[src/rtl/i2c_slave_rx.sv]
`default_nettype none
// ============================================================================
// Module   : i2c_slave_rx
// Purpose  : Write-only I2C target. Oversamples SCL/SDA on clk, detects
//            START/STOP, matches a 7-bit address, ACKs by pulling SDA low
//            and emits each received data byte with a 1-cycle strobe.
// Options  : I2C_GLITCH_FILTER_EN - adds a 3-sample stability filter on both
//            lines after the synchronizer (6 clk latency, clk >= 16x SCL).
//            Undefined: synced lines used directly (3 clk latency, clk >= 8x).
// Revision : 1.0 - initial release
// ============================================================================
module i2c_slave_rx #(
    parameter logic [6:0] SLAVE_ADDR = 7'h42
) (
    input  logic       clk,
    input  logic       rst,
    input  logic       scl_in,
    input  logic       sda_in,
    output logic       sda_oe,
    output logic [7:0] data_out,
    output logic       data_valid,
    output logic       addr_match,
    output logic       busy,
    output logic       stop_det
);

    localparam logic [2:0] c_st_idle      = 3'd0;
    localparam logic [2:0] c_st_addr      = 3'd1;
    localparam logic [2:0] c_st_addr_ack  = 3'd2;
    localparam logic [2:0] c_st_data      = 3'd3;
    localparam logic [2:0] c_st_data_ack  = 3'd4;
    localparam logic [2:0] c_st_wait_stop = 3'd5;

    logic [2:0] r_state;
    logic [2:0] w_state_next;

    logic       r_scl_sync1, r_scl_sync2;
    logic       r_sda_sync1, r_sda_sync2;
    logic       w_scl, w_sda;
    logic       r_scl_hist, r_sda_hist;

    logic [3:0] r_bit_cnt;
    logic [7:0] r_sr;
    logic [7:0] w_sr_next;
    logic       r_sda_oe;
    logic [7:0] r_data_out;
    logic       r_data_valid;
    logic       r_addr_match;
    logic       r_stop_det;
    logic       w_busy;

    logic       w_start, w_stop, w_scl_rise, w_scl_fall, w_byte_done;

    // Two-flop synchronizer for the asynchronous bus lines (idle-high on reset)
    always_ff @(posedge clk) begin
        if (rst) begin
            r_scl_sync1 <= 1'b1;
            r_scl_sync2 <= 1'b1;
            r_sda_sync1 <= 1'b1;
            r_sda_sync2 <= 1'b1;
        end else begin
            r_scl_sync1 <= scl_in;
            r_scl_sync2 <= r_scl_sync1;
            r_sda_sync1 <= sda_in;
            r_sda_sync2 <= r_sda_sync1;
        end
    end

`ifdef I2C_GLITCH_FILTER_EN
    logic [1:0] r_scl_win, r_sda_win;
    logic       r_scl_filt, r_sda_filt;

    // Filtered level follows the synced line only after 3 agreeing samples
    always_ff @(posedge clk) begin
        if (rst) begin
            r_scl_win  <= 2'b11;
            r_sda_win  <= 2'b11;
            r_scl_filt <= 1'b1;
            r_sda_filt <= 1'b1;
        end else begin
            r_scl_win <= {r_scl_win[0], r_scl_sync2};
            r_sda_win <= {r_sda_win[0], r_sda_sync2};
            if (r_scl_win == {2{r_scl_sync2}}) r_scl_filt <= r_scl_sync2;
            if (r_sda_win == {2{r_sda_sync2}}) r_sda_filt <= r_sda_sync2;
        end
    end

    assign w_scl = r_scl_filt;
    assign w_sda = r_sda_filt;
`else
    assign w_scl = r_scl_sync2;
    assign w_sda = r_sda_sync2;
`endif

    // History flops: previous internal line levels for edge detection
    always_ff @(posedge clk) begin
        if (rst) begin
            r_scl_hist <= 1'b1;
            r_sda_hist <= 1'b1;
        end else begin
            r_scl_hist <= w_scl;
            r_sda_hist <= w_sda;
        end
    end

    assign w_start     = w_scl & r_sda_hist & ~w_sda;
    assign w_stop      = w_scl & ~r_sda_hist & w_sda;
    assign w_scl_rise  = w_scl & ~r_scl_hist;
    assign w_scl_fall  = ~w_scl & r_scl_hist;
    assign w_sr_next   = {r_sr[6:0], w_sda};
    assign w_byte_done = w_scl_rise && (r_bit_cnt == 4'd7);

    // State register
    always_ff @(posedge clk) begin
        if (rst) r_state <= c_st_idle;
        else     r_state <= w_state_next;
    end

    // Next-state logic; STOP and START override any bit activity
    always_comb begin
        w_state_next = r_state;
        if (w_stop) begin
            w_state_next = c_st_idle;
        end else if (w_start) begin
            w_state_next = c_st_addr;
        end else begin
            case (r_state)
                c_st_addr: begin
                    if (w_byte_done) begin
                        if ((w_sr_next[7:1] == SLAVE_ADDR) && !w_sr_next[0])
                            w_state_next = c_st_addr_ack;
                        else
                            w_state_next = c_st_wait_stop;
                    end
                end
                // Second SCL fall of the ACK slot (sda_oe already set) ends it
                c_st_addr_ack, c_st_data_ack: begin
                    if (w_scl_fall && r_sda_oe) w_state_next = c_st_data;
                end
                c_st_data: begin
                    if (w_byte_done) w_state_next = c_st_data_ack;
                end
                default: w_state_next = r_state;
            endcase
        end
    end

    // Output decode from state
    always_comb begin
        w_busy = (r_state != c_st_idle);
    end

    // Datapath: shift register, bit counter, ACK drive and strobes
    always_ff @(posedge clk) begin
        if (rst) begin
            r_bit_cnt    <= 4'd0;
            r_sr         <= 8'h00;
            r_sda_oe     <= 1'b0;
            r_data_out   <= 8'h00;
            r_data_valid <= 1'b0;
            r_addr_match <= 1'b0;
            r_stop_det   <= 1'b0;
        end else begin
            r_data_valid <= 1'b0;
            r_stop_det   <= 1'b0;
            if (w_stop) begin
                r_sda_oe     <= 1'b0;
                r_addr_match <= 1'b0;
                r_bit_cnt    <= 4'd0;
                r_stop_det   <= 1'b1;
            end else if (w_start) begin
                r_sda_oe     <= 1'b0;
                r_addr_match <= 1'b0;
                r_bit_cnt    <= 4'd0;
            end else begin
                case (r_state)
                    c_st_addr, c_st_data: begin
                        if (w_scl_rise) begin
                            r_sr <= w_sr_next;
                            if (r_bit_cnt < 4'd8) r_bit_cnt <= r_bit_cnt + 4'd1;
                            if (w_byte_done && (r_state == c_st_data)) begin
                                r_data_out   <= w_sr_next;
                                r_data_valid <= 1'b1;
                            end
                        end
                    end
                    c_st_addr_ack, c_st_data_ack: begin
                        if (w_scl_fall) begin
                            if (!r_sda_oe) begin
                                r_sda_oe     <= 1'b1;
                                r_addr_match <= 1'b1;
                            end else begin
                                r_sda_oe  <= 1'b0;
                                r_bit_cnt <= 4'd0;
                            end
                        end
                    end
                    default: r_sda_oe <= 1'b0;
                endcase
            end
        end
    end

    assign sda_oe     = r_sda_oe;
    assign data_out   = r_data_out;
    assign data_valid = r_data_valid;
    assign addr_match = r_addr_match;
    assign busy       = w_busy;
    assign stop_det   = r_stop_det;

endmodule
`default_nettype wire

[config.mk]
export PLATFORM = sky130hd
export DESIGN_NAME = i2c_slave_rx
export DESIGN_NICKNAME = d
export VERILOG_FILES = /design/src/rtl/i2c_slave_rx.sv
export SDC_FILE = /design/constraint.sdc
export NUM_CORES = 1
export LEC_CHECK = 0
export BUFFER_PORTS_ARGS = -buffer_cell sky130_fd_sc_hd__buf_2
export CORE_ASPECT_RATIO = 1.1
export CORE_UTILIZATION = 50
export CTS_CLUSTER_DIAMETER = 120
export CTS_CLUSTER_SIZE = 20
export DETAILED_ROUTE_END_ITERATION = 8
export GPL_TIMING_DRIVEN = 1
export PLACE_DENSITY = 0.7
export SLEW_MARGIN = 20
export SYNTH_ARGS = -nofsm -noshare
export SYNTH_HDL_FRONTEND = slang
export SYNTH_SLANG_ARGS = --single-unit
[constraint.sdc]
create_clock -name clk -period 1.85 [get_ports clk]
set_input_delay 0.0925 -clock clk [delete_from_list [all_inputs] [get_ports clk]]
set_output_delay 0.0925 -clock clk [all_outputs]
set_load 0.005 [all_outputs]
==> flow_summary.ini <==
[outcome]
status = finished clean

[critical_path]
reg2reg_setup_slack_ns = 0.12
cp_max_fo = 14
critPathKind = flop to flop
critPathLaunchType = flop
crit_arrival_ns = 1.99
worstSetupEndpoint = r_state[1]
cp-end-kind = flop
worstReg2RegEnd = r_state[1]
reg2reg_depth = 4
required_ns = 2.12
worstSetupStartpoint = r_state[2]
r2r_start = r_state[2]

[sta]
hold_viol = 0
skew_ns = 0.003362
fmax_mhz = 579.2
setup_violations = 0
rsz0062_at_grt = no
worst_slack_ns = 0.1235
min_period_ns = 1.726
slew_viol_final = 0
maxSlewHeadroom = 0.7283
hold_ws_ns = 0.1480
tns_ns = 0
max_slew.worst_pin.slew_ns = 0.4070
finalCritPeriodShare = 0.9332

[drt]
drc_errors = 0
routedLengthMet1_um = 1341
avgRoutedWirePerCell_um = 13.22
drtIter0Drc = 18
finalWirelength_um = 2830
firstDrtPassIters = 4
final_antenna_net_count = 0
wl_met2_um = 1323
dr_wl_met3_um = 100
topRoutingLayerUsed = met4
via_count = 1199
viasPerCell = 5.603

[synth]
yosysTopAreaCell = dfxtp_1
synth_top_area_frac = 0.4547
synth_enable_flop_cells = 0
synth_ff_type = dfxtp_1
synth_warnings = 0
synthCells = 160
ys_seq_area_frac = 0.4547
postSynthAreaPerCell_um2 = 8.805
synth_area_leaders = dfxtp_1 45%, a21oi_1 6.7%, mux2i_1 4.3%
synth_area_um2 = 1409
synth_fp_nets = 165
synth-seq-cells = 32
async_flop_share = 0
synth.distinct_cells = 38

[floorplan]
fp.dieW_um = 52.61
die_area_um2 = 3034
initial_core_util = 0.5437
core_um2 = 2591
ios = 17
rows = 19
die_h_um = 57.67

[finish]
n_antenna_cell = 0
nets = 188
fin_area_um2 = 1603
area_growth_pct = 13.77
drive_above_1_share = 0.2240

[power]
netSwitchingPower_mw = 0.2569
power_frac_comb = 0.046
power_mw = 1.114
pwr-share-seq = 0.629
p_clk_frac = 0.324
p_leak_nw = 0.6423
switching_share = 0.2305
ir_drop_uv = 640.0
powerDensity_nw_per_um2 = 695.3
p_int_mw = 0.8576

[global_routing]
grt_pass1_wl_um = 4767
grt_max_degree = 26
antenna_found_initial = 0
track_usage = 0.2170
grt_pass1_vias = 1088
grt-ovfl-total = 0

[placement]
dp.final_hpwl_um = 1982
numPortBuffers = 16
gp_congestion = 0.8699
place_area_um2 = 1529
place_ws_ns = 0.1594

[clock_network]
cts.clk_slew.worst_paths_ns = 0.09
cts_tree = yes
htreeDepth = 2
clk_latency_ns = 0.33
clk_path_buf_depth = 2
numClockSinks = 32
root_buffer = clkbuf_4
numCtsBuffers = 5

[hold_path]
min_path_type = input pin to flop
min_path_cells = 2
hp-start = rst

[job]
maxCapViolations = 0
synthesized netlist by cell type, types with 2 or more instances:
cell and number:
dfxtp_1 32, a21oi_1 19, nand3_1 11, nor2_1 10
o21ai_0 10, or2_2 8, inv_1 7, nand2_1 7
clkbuf_1 6, mux2i_1 6, nand3b_1 4, a211oi_1 3
nand4_1 3, nor3_1 3, a21o_1 2, buf_2 2
nor3b_1 2, nor4_1 2, nor4b_1 2, or3_1 2
xnor2_1 2
how the worst min path moves through the flow:
stage | slack, ns | endpoint
after floorplan | 0.20 | r_scl_sync1
after global placement | 0.28 | r_scl_sync1
after detailed placement | 0.28 | r_sda_sync1
after CTS | 0.14 | r_sr[4]
after global routing | 0.16 | r_sr[4]
final | 0.15 | r_sr[5]
layout by cell type, fill, tap and decap left out, types with 6 or more instances in the layout:
cell,instances
buf_2,16
o21ai_0,10
nand3_1,11
nor2_1,10
mux2i_1,6
buf_4,8
inv_1,7
a21oi_1,19
nand2_1,7
or2_2,8
dfxtp_1,32
through the flow:
step	cells	util
after floorplan	160	-
after global placement	204	0.5901
after detailed placement	204	0.5901
after CTS	213	0.6156
after global routing	214	0.6185
final	214	0.6185
power by group through the flow:
stage	clock [mW]	combinational [mW]	sequential, mW
detailed placement	0	0.0485	0.717
global placement	0	0.0474	0.717
global route	0.404	0.0582	0.703
CTS	0.375	0.0521	0.701
finish	0.361	0.0518	0.701
floorplan	0	0.0356	0.716
layer usage:
layer | global-route usage | vias up
met5 | 0 | -
met3 | 0.07874 | 8
met1 | 0.2670 | 552
met4 | 0.09023 | 0
li1 | - | 620
met2 | 0.3400 | 19
final cells by class:
type / count / area (um^2)
clock buffers: 6 / 41.29
clock inverters: 1 / 5.005
fillers: 235 / 988.4
inverters: 7 / 26.28
multi-input cells: 111 / 690.7
flip-flops and latches: 32 / 640.6
well taps: 31 / 38.79
repair buffers: 26 / 160.2
critical path, stage by stage, from the launching register on:
cell and delay [ns]:
dfxtp_1 0.58, xnor2_1 0.21, or3_4 0.41, a311o_1 0.36, a21oi_1 0.11
registers in the layout, summed over array words and instances (netlist names):
| signal | count |
|---|---|
| r_state | 3 |
| r_scl_sync2 | 1 |
| data_out | 8 |
| r_sda_sync1 | 1 |
| r_sda_hist | 1 |
| data_valid | 1 |
| stop_det | 1 |
| r_sda_sync2 | 1 |
| addr_match | 1 |
| r_sr | 7 |
| r_scl_hist | 1 |
| r_scl_sync1 | 1 |
| r_bit_cnt | 4 |
| sda_oe | 1 |
logic make-up (layout without fill, tap and decap cells):
group	count (synthesis)	after routing	share of synthesized area
flops	32	32	0.4547
simple gates	61	61	0.2540
fa+ha+maj	1	1	0.008880
mux	6	6	0.04263
buf+inv	17	40	0.05507
compound gates	40	40	0.1661
xor+xnor	3	3	0.01865
repair_timing:
item / in CTS / in global routing
endpoints found under the setup margin: 0 / 1
hold endpoints to repair: 2 / 0
hold buffers: 2 / 0
gates resized for setup: 0 / 0
setup buffers: 0 / 1
Power figures use the tool's default switching activity.
